<file path="config.mk">
export PLATFORM = sky130hd
export DESIGN_NAME = mdio_cmd_rx
export DESIGN_NICKNAME = d
export VERILOG_FILES = /design/src/rtl/mdio_cmd_rx.sv
export SDC_FILE = /design/constraint.sdc
export NUM_CORES = 1
export LEC_CHECK = 0
export CAP_MARGIN = 40
export CORE_ASPECT_RATIO = 0.8
export CORE_UTILIZATION = 36
export DETAILED_ROUTE_END_ITERATION = 8
export GPL_TIMING_DRIVEN = 0
export HOLD_SLACK_MARGIN = 0.06
export PLACE_DENSITY = 0.83
export RECOVER_POWER = 50
export SLEW_MARGIN = 20
export SYNTH_ARGS = -nofsm -noshare
export SYNTH_HDL_FRONTEND = slang
export SYNTH_SLANG_ARGS = --single-unit
export TNS_END_PERCENT = 50
</file>
<file path="constraint.sdc">
create_clock -name trn_clk -period 3.9 [get_ports trn_clk]
set_clock_uncertainty 0.05 [all_clocks]
set_input_delay 0.585 -clock trn_clk [delete_from_list [all_inputs] [get_ports trn_clk]]
set_output_delay 0.585 -clock trn_clk [all_outputs]
set_load 0.1 [all_outputs]
</file>
<file path="src/rtl/mdio_cmd_rx.sv">
// Snoops the TRN RX stream for single-DW BAR0 memory writes to the MDIO command register.
// Byte-swaps the payload into a one-entry valid/ready buffer; MDIO_CMD_RX_MWR64_EN adds MWr64 decode.
module mdio_cmd_rx #(
    parameter logic [3:0] CMD_DW_OFFSET = 4'h4,
    parameter int         CNT_W         = 8
) (
    input  logic             trn_clk,
    input  logic             reset,
    input  logic [63:0]      trn_rd,
    input  logic [7:0]       trn_rrem_n,
    input  logic             trn_rsof_n,
    input  logic             trn_reof_n,
    input  logic             trn_rsrc_rdy_n,
    input  logic             trn_rsrc_dsc_n,
    input  logic [6:0]       trn_rbar_hit_n,
    input  logic             trn_rdst_rdy_n,
    output logic             cmd_valid,
    output logic [31:0]      cmd_data,
    input  logic             cmd_ready,
    output logic [CNT_W-1:0] drop_cnt
);

    typedef enum logic [2:0] {
        ST_IDLE   = 3'd0,
        ST_ADDR32 = 3'd1,
`ifdef MDIO_CMD_RX_MWR64_EN
        ST_ADDR64 = 3'd2,
        ST_DATA64 = 3'd3,
`endif
        ST_DRAIN  = 3'd4
    } state_e;

    localparam logic [6:0] FMT_MWR32 = 7'b10_00000;
    localparam logic [6:0] FMT_MWR64 = 7'b11_00000;

    state_e           state_q;
    logic             cmd_valid_q;
    logic [31:0]      cmd_data_q;
    logic [CNT_W-1:0] drop_cnt_q;
`ifdef MDIO_CMD_RX_MWR64_EN
    logic             hit64_q;
`endif

    logic        beat;
    logic        sof_beat;
    logic        len_one;
    logic        commit;
    logic [31:0] commit_dw;
    logic [31:0] cmd_data_d;
    logic        unused_ok;

    assign beat      = !trn_rsrc_rdy_n && !trn_rdst_rdy_n;
    assign sof_beat  = beat && !trn_rsof_n;
    assign len_one   = (trn_rd[41:32] == 10'd1);
    assign unused_ok = ^{trn_rrem_n, trn_rbar_hit_n[6:1], trn_rd[63], trn_rd[55:42]};

    // Only an EOF beat that is not discontinued can deliver the payload DW.
    // NOTE: every signal driven here gets a default first so no latch is inferred.
    always_comb begin
        commit    = 1'b0;
        commit_dw = '0;
        if (beat && trn_rsrc_dsc_n && !trn_reof_n) begin
            case (state_q)
                ST_ADDR32: begin
                    commit    = (trn_rd[37:34] == CMD_DW_OFFSET);
                    commit_dw = trn_rd[31:0];
                end
`ifdef MDIO_CMD_RX_MWR64_EN
                ST_DATA64: begin
                    commit    = hit64_q;
                    commit_dw = trn_rd[63:32];
                end
`endif
                default: ;
            endcase
        end
        cmd_data_d = {commit_dw[7:0], commit_dw[15:8], commit_dw[23:16], commit_dw[31:24]};
    end

    // NOTE: sequential state uses non-blocking assignments only.
    always_ff @(posedge trn_clk) begin
        if (reset) begin
            state_q     <= ST_IDLE;
            cmd_valid_q <= 1'b0;
            cmd_data_q  <= '0;
            drop_cnt_q  <= '0;
`ifdef MDIO_CMD_RX_MWR64_EN
            hit64_q     <= 1'b0;
`endif
        end else begin
            if (state_q != ST_IDLE && !trn_rsrc_dsc_n) begin
                state_q <= ST_IDLE;
            end else if (beat) begin
                case (state_q)
                    ST_IDLE: begin
                        if (sof_beat) begin
                            if (!trn_rbar_hit_n[0] && trn_rd[62:56] == FMT_MWR32 && len_one)
                                state_q <= ST_ADDR32;
`ifdef MDIO_CMD_RX_MWR64_EN
                            else if (!trn_rbar_hit_n[0] && trn_rd[62:56] == FMT_MWR64 && len_one)
                                state_q <= ST_ADDR64;
`endif
                            else if (trn_reof_n)
                                state_q <= ST_DRAIN;
                        end
                    end
                    ST_ADDR32: state_q <= trn_reof_n ? ST_DRAIN : ST_IDLE;
`ifdef MDIO_CMD_RX_MWR64_EN
                    ST_ADDR64: begin
                        hit64_q <= (trn_rd[5:2] == CMD_DW_OFFSET);
                        state_q <= ST_DATA64;
                    end
                    ST_DATA64: state_q <= trn_reof_n ? ST_DRAIN : ST_IDLE;
`endif
                    ST_DRAIN: begin
                        if (!trn_reof_n)
                            state_q <= ST_IDLE;
                    end
                    default: state_q <= ST_IDLE;
                endcase
            end

            // A commit during a handshake refills the buffer without a bubble.
            if (commit) begin
                if (!cmd_valid_q || cmd_ready) begin
                    cmd_valid_q <= 1'b1;
                    cmd_data_q  <= cmd_data_d;
                end else if (drop_cnt_q != {CNT_W{1'b1}}) begin
                    drop_cnt_q <= drop_cnt_q + {{(CNT_W-1){1'b0}}, 1'b1};
                end
            end else if (cmd_valid_q && cmd_ready) begin
                cmd_valid_q <= 1'b0;
            end
        end
    end

    assign cmd_valid = cmd_valid_q;
    assign cmd_data  = cmd_data_q;
    assign drop_cnt  = drop_cnt_q;

endmodule

</file>
==> reports/metrics.csv <==
metric,value,unit
Num CTS Buffers,5,
drc violations,0,
CP Class,in -> reg,
most area-consuming cells after synthesis,"dfxtp_1 (49%), nand2_1 (14%), a21oi_1 (12%)",
"Clk pin slew, worst setup/hold paths",0.08,ns
Synth Register Bits,43,
Max Cap Viol,0,
Max Fclk,0.372,GHz
post-CTS resize count,0,
DP Worst Slack,1.55,ns
"Max FO, Critical Path",10,
Async SR Flop Fraction,0,%
antenna violations before repair,0,
Inserted Diodes,0,
largest net degree at the start of global routing,14,
crit-path cells,dlygate4sd3_1 -> nor3_1 -> and4_1 -> clkbuf_1 -> clkbuf_1 -> nand2_1 -> a21oi_1,
Yosys cell types,31,
HPWL after DPL,4530,um
CP Data Required Time,4.07,ns
die width,80.2,um
Layout area overhead,81.2,%
iteration count of the initial detailed-routing pass,4,
ys flop type,dfxtp_1,
fraction of synthesized area in multiplexers,0,%
Final Max Tran Viols,0,
Final Hold Vio Count,0,
"Clk Latency, worst-skew pair",0.29,ns
Synth Instances,217,
RR Startpoint,state_q[2]$_SDFFE_PP0P_,
Adder-Cell Fraction of Synth Area,0.711,%
Initial Util,37.8,%
RSZ-0062 raised after global routing,no,
status,"finished, final reports clean",
CP Launch Type,input pin,
Ports,128,
worst hold endpoint,cmd_data[21]$_SDFFE_PP0P_,
post-route setup slack,1.21,ns
DR vias,2050,
port bufs,97,
r2r setup slk,1.75,ns
Core ar.,4650,sq um
gr usage total,23.0,%
Overflow after GRT,0,
Relative slew margins,20.4,%
Setup Viol. Count Final,0,
share of layout cells above drive strength 1,6.06,%
Setup TNS,0,ns
DRT iter0 DRCs,90,
via/cell ratio,4.85,
CP most frequent cell,clkbuf_1,
CP Capture Type,register,
hold path depth,2,
yosys warns,0,
hold_buf cts,0,
CTS tree,done,
Worst-Margin Slew,1.20,ns
XOR/XNOR Fraction of Synth Area,0,%
min Tclk post-route,2.69,ns
GR Util met3,5.49,%
cell with the most instances after synthesis,nand2_1,
number of global-route vias before repair,2041,
cell area after synthesis,1760,sq um
worst hold path type,reg -> reg,
first-pass GRT wire length,9090,um
met1 Use GR,24.8,%
Tcrit/Tclk final,68.9,%
RePlAce Congestion,0.790,
Slowest Stage Delay on Critical Path,0.58,ns
clock sink count,43,
dominant cell type by area after synthesis,dfxtp_1,
Hold Crit Start,cmd_data[21]$_SDFFE_PP0P_,
largest family of logic cells by synthesized area,simple AND/OR/NAND/NOR gates,
Die Ht,64.5,um
post-synthesis simple-gate area fraction,29.3,%
CP max stage cell,dlygate4sd3_1,
Final Net Count,450,
Post-DRT Antenna Nets,0,
RR Endpoint,cmd_data[3]$_SDFFE_PP0P_,
Critical Path AT,2.86,ns
reg2reg path depth,6,
post-synth top area share,48.9,%
Pleak,1.06,nW
met2 global-route usage,43.3,%
filler cell count,370,
number of buffers on the longest clock path,2,
Post-synth EDFFs,0,
complex-gate fraction of the synthesized area,17.6,%
Avg Inst Size Synth,8.11,sq um
clk root buf,clkbuf_8,
routed wire length,5650,um
Post-CTS Setup Bufs,0,
Peak VDD IR,0.183,mV
htree depth,2,
FP Rows,22,
drt wl/cell,13.3,um
P per Cell Area,259,nW/um^2
sequential cell area fraction in the yosys report,48.9,%
die area,5170,sq um
Syn Nets,305,
Commonest cells post-synth,"nand2_1 (67), dfxtp_1 (43), a21oi_1 (42)",
Top Usage Layer GRT,met2,
-- placed cells by master (no fill, tap or decap), types with 2 or more instances in the layout --
cell type and count:
nor2b_1 2, buf_2 2, inv_1 2, nand2b_1 2, clkbuf_1 42, or3_1 2
dfxtp_1 43, o21ai_0 5, dlygate4sd3_1 3, and2_1 2, nor4b_1 2, buf_8 6
a21oi_1 42, nor4_1 2, o31ai_1 6, clkbuf_8 7, buf_16 3, nand2_1 67
clkdlybuf4s50_1 94, nand3_1 2, nor2_1 2, and3_1 3, nand4_1 3, or4_1 5
-- critical path: cells and delay by family --
| kind | cells | cell delay [ns] |
|---|---|---|
| AOI/OAI and AO/OA | 1 | 0.16 |
| buffers and inverters | 3 | 1.16 |
| and+or+nand+nor | 3 | 0.94 |
-- where the power goes --
| part | switching, mW | total (mW) | internal [mW] | leakage [nW] |
|---|---|---|---|---|
| Combinational | 0.0213 | 0.0744 | 0.0531 | 0.660 |
| Sequential | 0.000248 | 0.439 | 0.439 | 0.346 |
| Clock | 0.151 | 0.312 | 0.161 | 0.0505 |
-- layer usage --
| metal | vias up | wire length, um |
|---|---|---|
| li1 | 1037 | - |
| met1 | 922 | 2270 |
| met2 | 78 | 2930 |
| met3 | 13 | 319 |
| met4 | 0 | 123 |
| met5 | - | 0 |
-- worst max path at each step --
| stage | start | endpoint | slack (ns) |
|---|---|---|---|
| final | trn_rdst_rdy_n | cmd_data[3]$_SDFFE_PP0P_ | 1.21 |
| after global routing | trn_rdst_rdy_n | cmd_data[3]$_SDFFE_PP0P_ | 1.04 |
| after CTS | drop_cnt[0]$_SDFFE_PP0P_ | drop_cnt[0] | 1.75 |
| after detailed placement | trn_rdst_rdy_n | drop_cnt[2]$_SDFFE_PP0P_ | 1.55 |
| after global placement | trn_rd[35] | cmd_data[8]$_SDFFE_PP0P_ | 1.58 |
| after floorplan | drop_cnt[0]$_SDFFE_PP0P_ | drop_cnt[6]$_SDFFE_PP0P_ | 1.70 |
-- cell families (layout without fill, tap and decap cells) --
logic type                 count (synthesis)  after routing
and+or+nand+nor                          101            101
AOI/OAI and AO/OA                         57             57
DFF                                       43             43
buffers and inverters                     15            161
adders and majority gates                  1              1
-- registers in the layout (all words and copies together), names as in the netlist --
name	flops
drop_cnt	8
cmd_data	32
cmd_valid	1
state_q	2
-- stage by stage --
step,instances,hold slack (ns),power [mW],area [sq um],utilization [%]
after global routing,423,0.424,0.856,3190,68.5
final,423,0.402,0.826,3190,68.5
after detailed placement,415,0.395,0.525,3460,74.3
after CTS,423,0.405,0.835,3560,76.6
after floorplan,217,0.441,0.462,1760,-
after global placement,374,0.387,0.524,2810,60.3
-- layout make-up --
class / count / area [sq um] / share of cell area, %
buffer: 13 / 51.3 / 1.61
clock buffer: 7 / 96.3 / 3.02
clock inverter: 1 / 7.51 / 0.235
inverter: 2 / 7.51 / 0.235
multi-input combinational: 159 / 826 / 25.9
sequential: 43 / 861 / 27.0
tap: 60 / 75.1 / 2.35
timing repair buffer: 138 / 1260 / 39.6
(Power assumes the default switching activity.)
